==> src/rtl/instr_fetch_unit.sv <==
// Instruction fetch front end: sequential word fetch over a valid/ready channel,
// in-order response collection into a prefetch FIFO, and redirect flushing.
module instr_fetch_unit #(
  parameter logic [31:0] RESET_PC = 32'h0000_0000,
  parameter int unsigned DEPTH    = 4
) (
  input  logic        clk,
  input  logic        rst_n,
  output logic        imem_req_valid,
  input  logic        imem_req_ready,
  output logic [31:0] imem_addr,
  input  logic        imem_rsp_valid,
  input  logic [31:0] imem_rdata,
  input  logic        redirect_valid,
  input  logic [31:0] redirect_pc,
  output logic        instr_valid,
  input  logic        instr_ready,
  output logic [31:0] instr,
  output logic [31:0] instr_pc
);
  localparam int unsigned PW = $clog2(DEPTH);
  localparam int unsigned CW = PW + 1;

  logic [31:0]   fetch_pc;
  logic [31:0]   rsp_pc;
  logic [31:0]   pc_mem   [DEPTH];
  logic [31:0]   word_mem [DEPTH];
  logic [PW-1:0] rd_ptr;
  logic [PW-1:0] wr_ptr;
  logic [CW-1:0] count;
  logic [CW-1:0] outstanding;
  logic [CW-1:0] drop_cnt;
  logic [CW:0]   occupancy;
  logic          req_fire;
  logic          push;
  logic          pop;

  assign occupancy      = {1'b0, count} + {1'b0, outstanding};
  assign imem_req_valid = rst_n && !redirect_valid && (occupancy < (CW+1)'(DEPTH));
  assign imem_addr      = fetch_pc;
  assign req_fire       = imem_req_valid && imem_req_ready;

  assign push = imem_rsp_valid && (drop_cnt == '0) && !redirect_valid;
  assign pop  = instr_valid && instr_ready && !redirect_valid;

  assign instr_valid = (count != '0);
  assign instr       = instr_valid ? word_mem[rd_ptr] : '0;
  assign instr_pc    = instr_valid ? pc_mem[rd_ptr]   : '0;

  always_ff @(posedge clk or negedge rst_n) begin
    if (!rst_n) begin
      fetch_pc    <= RESET_PC;
      rsp_pc      <= RESET_PC;
      rd_ptr      <= '0;
      wr_ptr      <= '0;
      count       <= '0;
      outstanding <= '0;
      drop_cnt    <= '0;
    end else begin
      outstanding <= outstanding + CW'(req_fire) - CW'(imem_rsp_valid);
      if (redirect_valid) begin
        fetch_pc <= {redirect_pc[31:2], 2'b00};
        rsp_pc   <= {redirect_pc[31:2], 2'b00};
        rd_ptr   <= '0;
        wr_ptr   <= '0;
        count    <= '0;
        // outstanding covers stale and live requests alike, so every one still
        // in flight (less the one returning now) becomes stale.
        drop_cnt <= outstanding - CW'(imem_rsp_valid);
      end else begin
        if (req_fire) fetch_pc <= fetch_pc + 32'd4;
        if (imem_rsp_valid && (drop_cnt != '0)) drop_cnt <= drop_cnt - CW'(1);
        if (push) begin
          wr_ptr <= wr_ptr + PW'(1);
          rsp_pc <= rsp_pc + 32'd4;
        end
        if (pop) rd_ptr <= rd_ptr + PW'(1);
        count <= count + CW'(push) - CW'(pop);
      end
    end
  end

  always_ff @(posedge clk) begin
    if (push) begin
      pc_mem[wr_ptr]   <= rsp_pc;
      word_mem[wr_ptr] <= imem_rdata;
    end
  end

endmodule

==> config.mk <==
export PLATFORM = sky130hd
export DESIGN_NAME = instr_fetch_unit
export DESIGN_NICKNAME = d
export VERILOG_FILES = /design/src/rtl/instr_fetch_unit.sv
export SDC_FILE = /design/constraint.sdc
export NUM_CORES = 1
export LEC_CHECK = 0
export CORE_MARGIN = 3
export CORE_UTILIZATION = 56
export CTS_CLUSTER_SIZE = 8
export DETAILED_ROUTE_END_ITERATION = 8
export PLACE_DENSITY = 0.8
export REMOVE_ABC_BUFFERS = 1
export SETUP_SLACK_MARGIN = 0.1
export SYNTH_ARGS = -nofsm -noshare
export SYNTH_HDL_FRONTEND = slang
export SYNTH_SLANG_ARGS = --single-unit
==> constraint.sdc <==
create_clock -name clk -period 4.1 [get_ports clk]
set_input_delay 0.82 -clock clk [delete_from_list [all_inputs] [get_ports clk]]
set_output_delay 0.82 -clock clk [all_outputs]
set_load 0.02 [all_outputs]
## After elaboration in Yosys (flattened, before gate mapping)

Memories as Yosys holds them, arrays and structs flattened.
Index checks and enable logic that the tools add are counted.

- Register bits: 77
- Bits in writable memories: 256
- Input bits: 70
- Output and inout port bits: 98
- Logic and storage cells: 52
- Memories kept: 2

- Add/sub/neg operators: 11
- $lt $le $gt $ge: 1
- Muxes and demuxes: 15
- Reduce and logical (&&, ||, !) cells: 16

Memories:

| memory | words | bits a word | read ports | clocked after Yosys merged registers in | write ports | line | text |
|---|---|---|---|---|---|---|---|
| pc_mem | 4 | 32 | 1 | 0 | 1 | 26 | `logic [31:0] pc_mem [DEPTH];` |
| word_mem | 4 | 32 | 1 | 0 | 1 | 27 | `logic [31:0] word_mem [DEPTH];` |

Operators with widths:

| cell | number |
|---|---|
| $mux 32 | 6 |
| $add 32x3->32 const B | 2 |
| $mux 3 | 3 |
| $sub 3x1->3 | 3 |
| $logic_and 1x1->1 | 8 |
| $mux 2 | 4 |
| $reduce_bool 2->1 | 4 |
| $add 3x1->3 | 2 |
| $reduce_bool 3->1 | 2 |
| $add 2x1->2 const B | 2 |
| $add 3x3->4 | 1 |
| $lt 4x3->1 const B | 1 |
| $logic_not 3->1 | 1 |
| $sub 3x1->3 const B | 1 |
| $mux 1 | 2 |
| $logic_not 1->1 | 1 |

## Logic depth before layout (Yosys ltp)

- Word-level depth: 6
- Gate-level depth with buffers: 12
- Gate-level depth less buffers: 12

## Worst setup path before layout

No wires, ideal clock.

- Path type: input port to flip-flop
- Start point: input port imem_rsp_valid
- End point: memory pc_mem[0][10] (enable)
- Setup time: 0.427 ns
- Arrival time: 2.829 ns
- Data required time: 3.673 ns
- Setup slack: 0.845 ns
- Cell stages on the path: 3
- Buffers on the path: 0
- Path through: nand3b_1 > nor2_1 > and2_1

- Longest elaborated chain between the ends: 4

Ends and longest elaborated chain:

| item | line | text |
|---|---|---|
| start: declaration | 12 | `input logic imem_rsp_valid,` |
| $logic_and 1x1->1 (2 in a row) | 43 | `assign push = imem_rsp_valid && (drop_cnt == '0) && !redirect_valid;` |
| $mux 1 | 84 | `if (push) begin` |
| $mux 1 (implied by the code) | 85 | `pc_mem[wr_ptr] <= rsp_pc;` |
| end: declaration | 26 |  |

No other way between the ends.

## Worst setup path after layout

- Start point: register rd_ptr[0]
- End point: output port instr[0]

- Longest elaborated chain between the ends: 2

Ends and longest elaborated chain:

| item | line | text |
|---|---|---|
| start: declaration | 28 | `logic [PW-1:0] rd_ptr;` |
| start signal: assignment | 77 | `if (pop) rd_ptr <= rd_ptr + PW'(1);` |
| $mem_v2 4x32 | n/a |  |
| $mux 32 | 47 | `assign instr = instr_valid ? word_mem[rd_ptr] : '0;` |
| end: declaration | 18 | `output logic [31:0] instr,` |

No other way between the ends.

==> results.yml <==
status:
  status: "finished clean"
critical_path:
  path_max_fanout: 24
  critPathBufInv: 2
  end_kind: "primary output"
  crit_family: "buffers and inverters"
  path_class: "flop to primary output"
  cp.arrival_ps: 2920
  slowest_stage: "dfrtp_4"
  cpPeakStageDelay_ps: 740
  startpoint_type: "flop"
  path_cells: "buf_4 -> mux4_2 -> and2_1 -> clkdlybuf4s50_1"
  cp.required_ps: 3280
  crit_start: "rd_ptr[0]"
  regToRegStartpoint: "count[2]"
layout:
  diodes: 0
  final_nets: 1125
  area_growth_pct: 24.6
  layout-drive-gt1-share: 0.147
  final_common_cell: "edfxtp_1"
  mostFrequentLayoutCells: "248 x edfxtp_1, 159 x clkdlybuf4s50_1, 71 x dfrtp_1, 64 x and2_1, 62 x mux4_2"
  num-fill-cells: 1520
  final_core_util: 0.715
  final_area_mm2: 0.0169
logic_synthesis:
  yosysWarnings: 0
  synth_cells: 850
  synth_seq_cells: 321
  synth.distinct_cells: 51
  syn_area_mm2: 0.0135
  seq_area_frac_synth: 0.685
  syn_avg_cell_area_um2: 15.9
floorplan:
  die_area_mm2: 0.0261
  initial_core_util: 0.574
  core_mm2: 0.0236
  die_w_um: 162
  die_y_um: 162
  num_io_pins: 168
  num_rows: 56
routing:
  wirelength_mm: 28.1
  drc: 0
  drtIter0Drc: 674
  wl_per_cell_um: 20.5
  num_vias: 8027
  firstDrtPassIters: 5
  antenna_left: 0
  viasPerCell: 5.85
grt:
  grt_pass1_wl_mm: 44.9
  grt_max_degree: 64
  grt_pass1_vias: 8390
  globalRouteOverflowTotal: 0
  antenna_found_initial: 0
  grt_usage: 0.218
run:
  cap_violations: 0
sta:
  fin_skew_ps: 20.5
  rsz0062_at_grt: "no"
  final.min_clock_period_ps: 3740
  fmax_mhz: 267
  finalSetupViolCount: 0
  timing.final.ws_setup_ps: 360
  period_share: 0.912
  worst_pin_slew_ps: 836
  hold_viol: 0
  slew_headroom: 0.441
  final_max_slew_viol_count: 0
clock_tree:
  cts-resized-gates: 0
  insertion_delay_ps: 520
  clk_pin_slew_ps: 50
  cts_tree: "done"
  hold_buffers: 0
  htree_num_levels: 2
  root_buffer: "clkbuf_16"
  post_cts_buffers: 0
  cts_buffers: 46
  cts_sinks: 321
  cts_buffer_depth: 3
min_path:
  min_path_type: "input port to asynchronous set/reset pin"
power:
  vdd_drop_max_mv: 0.310
  finalPower_mw: 10.3
  leakage_nw: 5.82
  power_density_mw_per_mm2: 613
placement:
  finalWeightedCongestion: 0.852
  port_buffers: 161
  place_hpwl_mm: 17.1
  placed_cell_area_mm2: 0.0156
  dp_slack_ps: 852
-- cells by family after synthesis --
group           share of synthesized area
compound gates                     0.0378
xor+xnor                           0.0284
fa+ha+maj                          0.0177
buf+inv                            0.0208
flops                               0.685
mux                                 0.111
other cells                      0.000277
simple gates                       0.0994
-- worst reg2reg max path, cell delays in order, from the launching register on --
cell     delay [ps]
dfrtp_1         400
ha_1            310
nor4b_2         260
and4_1          270
inv_1            60
buf_4           210
ha_1            290
inv_1            60
ha_1            130
inv_1            50
fa_1            370
xnor2_1         140
-- power by group --
group          switching (mW)  internal (mW)  leakage, nW
clock                    1.23           2.12        0.623
combinational            1.50           1.50         2.07
sequential              0.258           3.74         3.12
-- per-stage QoR --
step / hold WS, ps / cells / setup TNS, ps
final: 362 / 1371 / 0
after global placement: 518 / 1308 / 0
after CTS: 357 / 1371 / 0
after floorplan: 495 / 810 / -7440
after global routing: 365 / 1371 / 0
after detailed placement: 536 / 1308 / 0
-- synth_stat cells, drive strengths merged --
| cell | n | share of area |
|---|---|---|
| nand3 | 36 | 0.014 |
| and3 | 10 | 0.0048 |
| clkbuf | 27 | 0.0075 |
| nor2 | 29 | 0.0080 |
| buf | 16 | 0.0067 |
| nand2 | 53 | 0.015 |
| nand2b | 1 | 0.00046 |
| nor4b | 2 | 0.0018 |
| a31oi | 6 | 0.0028 |
| o211ai | 13 | 0.0072 |
| nand4 | 14 | 0.0076 |
| nor4 | 4 | 0.0018 |
| xnor2 | 26 | 0.017 |
| a211oi | 2 | 0.0011 |
| a221o | 2 | 0.0015 |
| ha | 16 | 0.015 |
| xor2 | 18 | 0.012 |
| fa | 2 | 0.0030 |
| mux4 | 62 | 0.10 |
| a21boi | 2 | 0.0011 |
| nor3b | 1 | 0.00055 |
| nand3b | 2 | 0.0011 |
| nor2b | 2 | 0.00092 |
| a21oi | 6 | 0.0022 |
| o21ai | 40 | 0.015 |
| a311oi | 1 | 0.00065 |
| or3 | 5 | 0.0023 |
| inv | 24 | 0.0066 |
| dfrtp | 73 | 0.13 |
| o221ai | 1 | 0.00065 |
| and2 | 68 | 0.031 |
| mux2i | 4 | 0.0030 |
| edfxtp | 248 | 0.55 |
| and4b | 1 | 0.00074 |
| mux2 | 6 | 0.0050 |
| o311ai | 7 | 0.0045 |
| o31a | 1 | 0.00065 |
| conb | 1 | 0.00028 |
| nor3 | 13 | 0.0064 |
| a41oi | 1 | 0.00065 |
| and4 | 4 | 0.0026 |
-- routing by layer --
layer | wire, um | vias to the layer above | GRT usage
met5 | 0 | - | 0
met4 | 741 | 0 | 0.0759
met3 | 2240 | 50 | 0.0415
met2 | 13500 | 380 | 0.356
met1 | 11600 | 4003 | 0.301
li1 | - | 3594 | -
-- area by class of cell --
type                    count  area [um2]  share of cell area
well taps                 319         399              0.0236
multi-input cells         465        4010               0.237
repair buffers            179        1820               0.108
clock inverters             1        8.76            0.000519
inverters                  24        90.1             0.00534
flip-flops and latches    321        9280               0.550
clock buffers              62        1270              0.0755
-- state kept, by name, indices dropped and copies added, names as in the netlist --
| name | count |
|---|---|
| imem_addr | 30 |
| word_mem | 128 |
| pc_mem | 120 |
| wr_ptr | 2 |
| rsp_pc | 30 |
| rd_ptr | 2 |
| drop_cnt | 3 |
| outstanding | 3 |
| count | 3 |
-- path summary, 6_finish.rpt --
| kind | end | slack, ps | depth (start not counted) |
|---|---|---|---|
| min reg2reg | pc_mem[1][31] | 540 | 0 |
| min | imem_addr[26] | 360 | 2 |
| min in group clk | pc_mem[1][31] | 540 | 0 |
| max | instr[0] | 360 | 4 |
| max reg2reg | outstanding[2] | 1410 | 11 |
| max in group asynchronous | rd_ptr[0] | 2700 | 3 |
No activity file was read; power rests on OpenSTA's default activity.
